===== config.mk =====
export PLATFORM = sky130hd
export DESIGN_NAME = lc3b_exec_seq
export DESIGN_NICKNAME = d
export VERILOG_FILES = /design/src/rtl/lc3b_exec_seq.sv
export SDC_FILE = /design/constraint.sdc
export NUM_CORES = 1
export LEC_CHECK = 0
export ABC_CLOCK_PERIOD_IN_PS = 5320
export BUFFER_PORTS_ARGS = -buffer_cell sky130_fd_sc_hd__clkbuf_2
export CELL_PAD_IN_SITES_DETAIL_PLACEMENT = 2
export CELL_PAD_IN_SITES_GLOBAL_PLACEMENT = 2
export CORE_ASPECT_RATIO = 0.9
export CORE_MARGIN = 2
export CORE_UTILIZATION = 43
export CTS_BUF_LIST = sky130_fd_sc_hd__clkbuf_2 sky130_fd_sc_hd__clkbuf_4 sky130_fd_sc_hd__clkbuf_8
export CTS_CLUSTER_DIAMETER = 150
export DETAILED_ROUTE_END_ITERATION = 10
export PLACE_DENSITY = 0.85
export SYNTH_ARGS = -nofsm -noshare
export SYNTH_HDL_FRONTEND = slang
export SYNTH_SLANG_ARGS = --single-unit

===== constraint.sdc =====
create_clock -name clk -period 5.32 [get_ports clk]
set_input_delay 0.532 -clock clk [delete_from_list [all_inputs] [get_ports clk]]
set_output_delay 0.532 -clock clk [all_outputs]
set_load 0.01 [all_outputs]

===== src/rtl/lc3b_exec_seq.sv =====
// LC-3b operand sequencer and register file: issues operands to the external ALU,
// then writes the ALU's registered result back and updates the NZP condition codes.
module lc3b_exec_seq #(
    parameter int DATA_W = 16
) (
    input  logic              clk,
    input  logic              rst,
    input  logic              start,
    input  logic [1:0]        op,
    input  logic [2:0]        dr,
    input  logic [2:0]        sr1,
    input  logic [2:0]        sr2,
    input  logic              imm_sel,
    input  logic [DATA_W-1:0] imm,
    input  logic              ld_en,
    input  logic [2:0]        ld_addr,
    input  logic [DATA_W-1:0] ld_data,
    input  logic [2:0]        rd_addr,
    output logic [DATA_W-1:0] rd_data,
    output logic [DATA_W-1:0] alu_a,
    output logic [DATA_W-1:0] alu_b,
    output logic [1:0]        aluk,
    input  logic [DATA_W-1:0] alu_out,
    output logic              busy,
    output logic              done,
    output logic              n,
    output logic              z,
    output logic              p
);

    typedef enum logic [1:0] {
        S_IDLE = 2'd0,
        S_READ = 2'd1,
        S_EXEC = 2'd2,
        S_WB   = 2'd3
    } state_t;

    state_t              state_r;
    state_t              state_s;
    logic [DATA_W-1:0]   regs_r [8];
    logic [1:0]          op_r;
    logic [2:0]          dr_r;
    logic [2:0]          sr1_r;
    logic [2:0]          sr2_r;
    logic                imm_sel_r;
    logic [DATA_W-1:0]   imm_r;
    logic [DATA_W-1:0]   alu_a_r;
    logic [DATA_W-1:0]   alu_b_r;
    logic [1:0]          aluk_r;
    logic                busy_r;
    logic                done_r;
    logic                n_r;
    logic                z_r;
    logic                p_r;
    logic [DATA_W-1:0]   b_sel_s;
    logic                res_zero_s;
    logic                res_neg_s;

    // Next-state logic for the fixed IDLE/READ/EXEC/WB cycle.
    always_comb begin
        state_s = state_r;
        case (state_r)
            S_IDLE: begin
                if (start) begin
                    state_s = S_READ;
                end else begin
                    state_s = S_IDLE;
                end
            end
            S_READ:  state_s = S_EXEC;
            S_EXEC:  state_s = S_WB;
            S_WB:    state_s = S_IDLE;
            default: state_s = S_IDLE;
        endcase
    end

    // Operand B selection and result classification for the condition codes.
    always_comb begin
        b_sel_s    = {DATA_W{1'b0}};
        res_zero_s = (alu_out == {DATA_W{1'b0}});
        res_neg_s  = alu_out[DATA_W-1];
        if (imm_sel_r) begin
            b_sel_s = imm_r;
        end else begin
            b_sel_s = regs_r[sr2_r];
        end
    end

    // Sequencer state, latched instruction fields, ALU operands and status outputs.
    always_ff @(posedge clk) begin
        if (rst) begin
            state_r   <= S_IDLE;
            op_r      <= 2'd0;
            dr_r      <= 3'd0;
            sr1_r     <= 3'd0;
            sr2_r     <= 3'd0;
            imm_sel_r <= 1'b0;
            imm_r     <= {DATA_W{1'b0}};
            alu_a_r   <= {DATA_W{1'b0}};
            alu_b_r   <= {DATA_W{1'b0}};
            aluk_r    <= 2'd0;
            busy_r    <= 1'b0;
            done_r    <= 1'b0;
            n_r       <= 1'b0;
            z_r       <= 1'b1;
            p_r       <= 1'b0;
        end else begin
            state_r <= state_s;
            busy_r  <= (state_s != S_IDLE);
            done_r  <= (state_r == S_WB);
            if (state_r == S_IDLE && start) begin
                op_r      <= op;
                dr_r      <= dr;
                sr1_r     <= sr1;
                sr2_r     <= sr2;
                imm_sel_r <= imm_sel;
                imm_r     <= imm;
            end
            // Register reads see pre-edge contents, so a same-edge load is not observed here.
            if (state_r == S_READ) begin
                alu_a_r <= regs_r[sr1_r];
                alu_b_r <= b_sel_s;
                aluk_r  <= op_r;
            end
            if (state_r == S_WB) begin
                n_r <= res_neg_s;
                z_r <= res_zero_s;
                p_r <= ~res_neg_s & ~res_zero_s;
            end
        end
    end

    // Register file: writeback takes priority over the external load port.
    always_ff @(posedge clk) begin
        if (rst) begin
            for (int i = 0; i < 8; i++) begin
                regs_r[i] <= {DATA_W{1'b0}};
            end
        end else begin
            for (int i = 0; i < 8; i++) begin
                if (state_r == S_WB && dr_r == 3'(i)) begin
                    regs_r[i] <= alu_out;
                end else if (ld_en && ld_addr == 3'(i)) begin
                    regs_r[i] <= ld_data;
                end
            end
        end
    end

    assign rd_data = regs_r[rd_addr];
    assign alu_a   = alu_a_r;
    assign alu_b   = alu_b_r;
    assign aluk    = aluk_r;
    assign busy    = busy_r;
    assign done    = done_r;
    assign n       = n_r;
    assign z       = z_r;
    assign p       = p_r;

endmodule


==> impl_results.md <==
* Worst Setup SP: state_r[1]
* Maximum number of pins on one net before global-route repair at 66
* Most used DFF post-synth: edfxtp_1
* Filler cells at roughly 2.7k
* Post-CTS Hold Buffers at 0
* # resized after CTS at 0
* CTS tree: built
* FF/Latch Area at roughly 5300 um^2
* WS Path Type: reg -> reg
* Reg2Reg Capture Point: regs_r[1][4]
* Setup TNS at 0 ps
* Post-Route Skew at roughly 27 ps
* Peak VDD IR at 0.1499 mV
* Top cells by area, synth: edfxtp_1 33%, dfxtp_1 13%, mux2i_1 8.6%
* Die H at roughly 160 um
* CTS root buf: clkbuf_8
* Initial DRC Count at between 1k and 1.5k
* Register bit total from synthesis at 200
* Most frequent cells after synthesis: 192 x nand2_1, 128 x edfxtp_1, 99 x mux2i_1
* Worst EP arrival at roughly 3600 ps
* Die W at roughly 180 um
* Leak at 4.629 nW
* Async set-reset flop share out of synthesis at 0
* Distinct cells, synth at 45
* Most numerous cell in the Yosys netlist: nand2_1
* Input/output buffers at around 120
* Crit Path Max Fanout at 33
* Area leader, netlist: edfxtp_1
* Reg2Reg Depth at 4
* Remaining antenna violation count after routing at 0
* CTS buffer count at 17
* Crit path cell chain: ha_1 -> nor2b_1 -> nand2_1 -> nand3b_1
* Site row count at between 50 and 60
* Starting Density at 0.4388
* Vias at between 9k and 10k
* Avg Cell Area, Syn at roughly 11 um^2
* Syn Nets at about 1.2k
* Area growth from synthesis to layout at 8.379%
* Drt pass-1 iters at 5
* Critical path buffers and inverters at 0
* Ant diodes at 0
* Post-Route Utilization at 0.4756
* Reg2reg start: state_r[1]
* Final Non-Filler Cells at 1486
* Fmax at around 290 MHz
* Max Root-Sink Buffers at 2
* Ys Warns at 0
* Nets at around 1.2k
* Post-synth EDFFs at ~130
* Slew HR at 0.1022
* Vias per cell at around 6.6
* DR DRC count at 0
* Crit. path cell count at 4
* Critical Path Start Type: flop
* Clock Latency Late Sink at slightly below 500 ps
* Top Family by Delay on Critical Path: simple AND/OR/NAND/NOR gates
* Global placement routability congestion at ~0.92
* Placed insts at 1454
* Overall routing resource usage at 0.3048
* Fin crit share at 0.6498
* Worst hold stages at 3
* Final setup fails at 0
* Yosys top cell area share at 0.3343
* Flop2flop setup slack at between 1500 and 2000 ps
* Final Cell Area at around 12000 um^2
* Required time of the critical path at roughly 5400 ps
* Core area at about 26000 um^2
* GRT overflow at 0
* Layout cells sized above 1 at 0.2074
* Slew Limit Fails at 0
* Wire per inst at 28.89 um
* Fin. Hold Viols at 0
* Top Ports at around 130
* Max incr delay on CP at roughly 1000 ps
* Final worst path period need at 3457 ps
* First-pass GRT wire length at between 60000 and 70000 um
* Vias in the first global route at just over 10k
* Max cap viols at 0
* CTS clock-pin slew for the worst setup and hold paths at about 120 ps
* Synthesized cell area at around 11000 um^2
* Hold Path End: imm_r[2]
* Setup repair after global routing missed its margin: false
* H-tree levels at 4
* Worst Max-Slew Pin Slew at 1344 ps
* Initial antenna violation count at 2
* PD cells at 288.1 nW/um^2
* Crit-path slowest cell: nand3b_1
* Hold Crit Start: imm[2]
* Outcome: complete, no violations
* WL final at 42930 um
* Die ar. at 28070 um^2
* Cells after Synth at about 1.1k
* Post-CTS Setup Inserts at 0
* DP Wirelength at 31450 um
* HP Class: in -> reg
* Clock sink total at 200
* Multi-input gate area at between 5000 and 6000 um^2
* Seq/Total Area, Yosys at 0.4596
* Worst setup EP type: flop
* Dpl cell area at 12090 um^2
-- how the worst max path moves through the flow --
stage and to:
2_1_floorplan regs_r[6][0], 3_3_place_gp rd_data[13], 3_5_place_dp regs_r[4][9], 4_1_cts regs_r[1][4], 5_1_grt regs_r[1][15], 6_report regs_r[1][4]
-- routing by layer --
layer | wire [um] | global-route usage | share of wire | vias up
met5 | 28 | 0 | 0.00065 | -
met4 | 852 | 0.07964 | 0.020 | 4
met3 | 4256 | 0.06853 | 0.099 | 63
met2 | 19230 | 0.4574 | 0.45 | 527
met1 | 18560 | 0.4451 | 0.43 | 5042
li1 | - | - | - | 4160
-- cell families after synthesis --
group | count (synthesis) | synth area share
mux | 179 | 0.1959
buf+inv | 117 | 0.05125
compound gates | 273 | 0.1641
flops | 200 | 0.4596
simple gates | 310 | 0.1237
fa+ha+maj | 5 | 0.005441
-- worst min-delay path, delay by kind of cell --
kind	cells	cell delay (ps)
AND/OR/NAND/NOR	1	50
buffers and inverters	1	80
AO/OA/AOI/OAI	1	50
-- cells in the final DEF, fill, tap and decap left out, types with 5 or more instances in the layout --
| cell | instances |
|---|---|
| o22ai_1 | 96 |
| dfxtp_1 | 70 |
| a211oi_2 | 13 |
| o21ai_1 | 18 |
| a22oi_1 | 32 |
| buf_4 | 13 |
| nand3b_1 | 7 |
| a31oi_1 | 8 |
| mux2i_1 | 99 |
| edfxtp_1 | 128 |
| mux2_2 | 17 |
| a22o_1 | 32 |
| clkinvlp_4 | 5 |
| clkbuf_2 | 123 |
| a221o_1 | 16 |
| clkbuf_8 | 17 |
| a21oi_1 | 54 |
| nor2b_1 | 42 |
| nand2b_1 | 19 |
| mux2_1 | 31 |
| nand2_1 | 192 |
| nor2_1 | 26 |
| mux4_2 | 32 |
-- metrics by stage --
step	setup WS, ps	total power [mW]	hold WS, ps
after global routing	1673	3.719	248.6
after CTS	1966	3.591	251.9
after detailed placement	2067	2.610	448.7
after floorplan	2844	2.335	435.9
after global placement	2306	2.556	437.7
final	1863	3.590	273.9
-- cell type report --
| cell class | count | area share |
|---|---|---|
| Tap cell | 348 | 0.03494 |
| Clock buffer | 21 | 0.02118 |
| Clock inverter | 11 | 0.009036 |
| Multi-Input combinational cell | 767 | 0.4522 |
| Timing Repair Buffer | 136 | 0.05723 |
| Inverter | 3 | 0.0009036 |
| Sequential cell | 200 | 0.4245 |
-- report_power, final --
group | leakage [nW] | switching [mW] | internal, mW
sequential | 1.91 | 0.135 | 1.76
clock | 0.181 | 0.594 | 0.400
combinational | 2.54 | 0.417 | 0.284
total | 4.63 | 1.15 | 2.44
-- sequential cells by signal (all words and copies together), names as in the netlist, 2 cells and up, named ones only --
register  cells
alu_b        16
alu_a        16
op_r          2
state_r       2
aluk          2
sr1_r         3
dr_r          3
imm_r        16
sr2_r         3
regs_r      128
(Power assumes the default switching activity.)
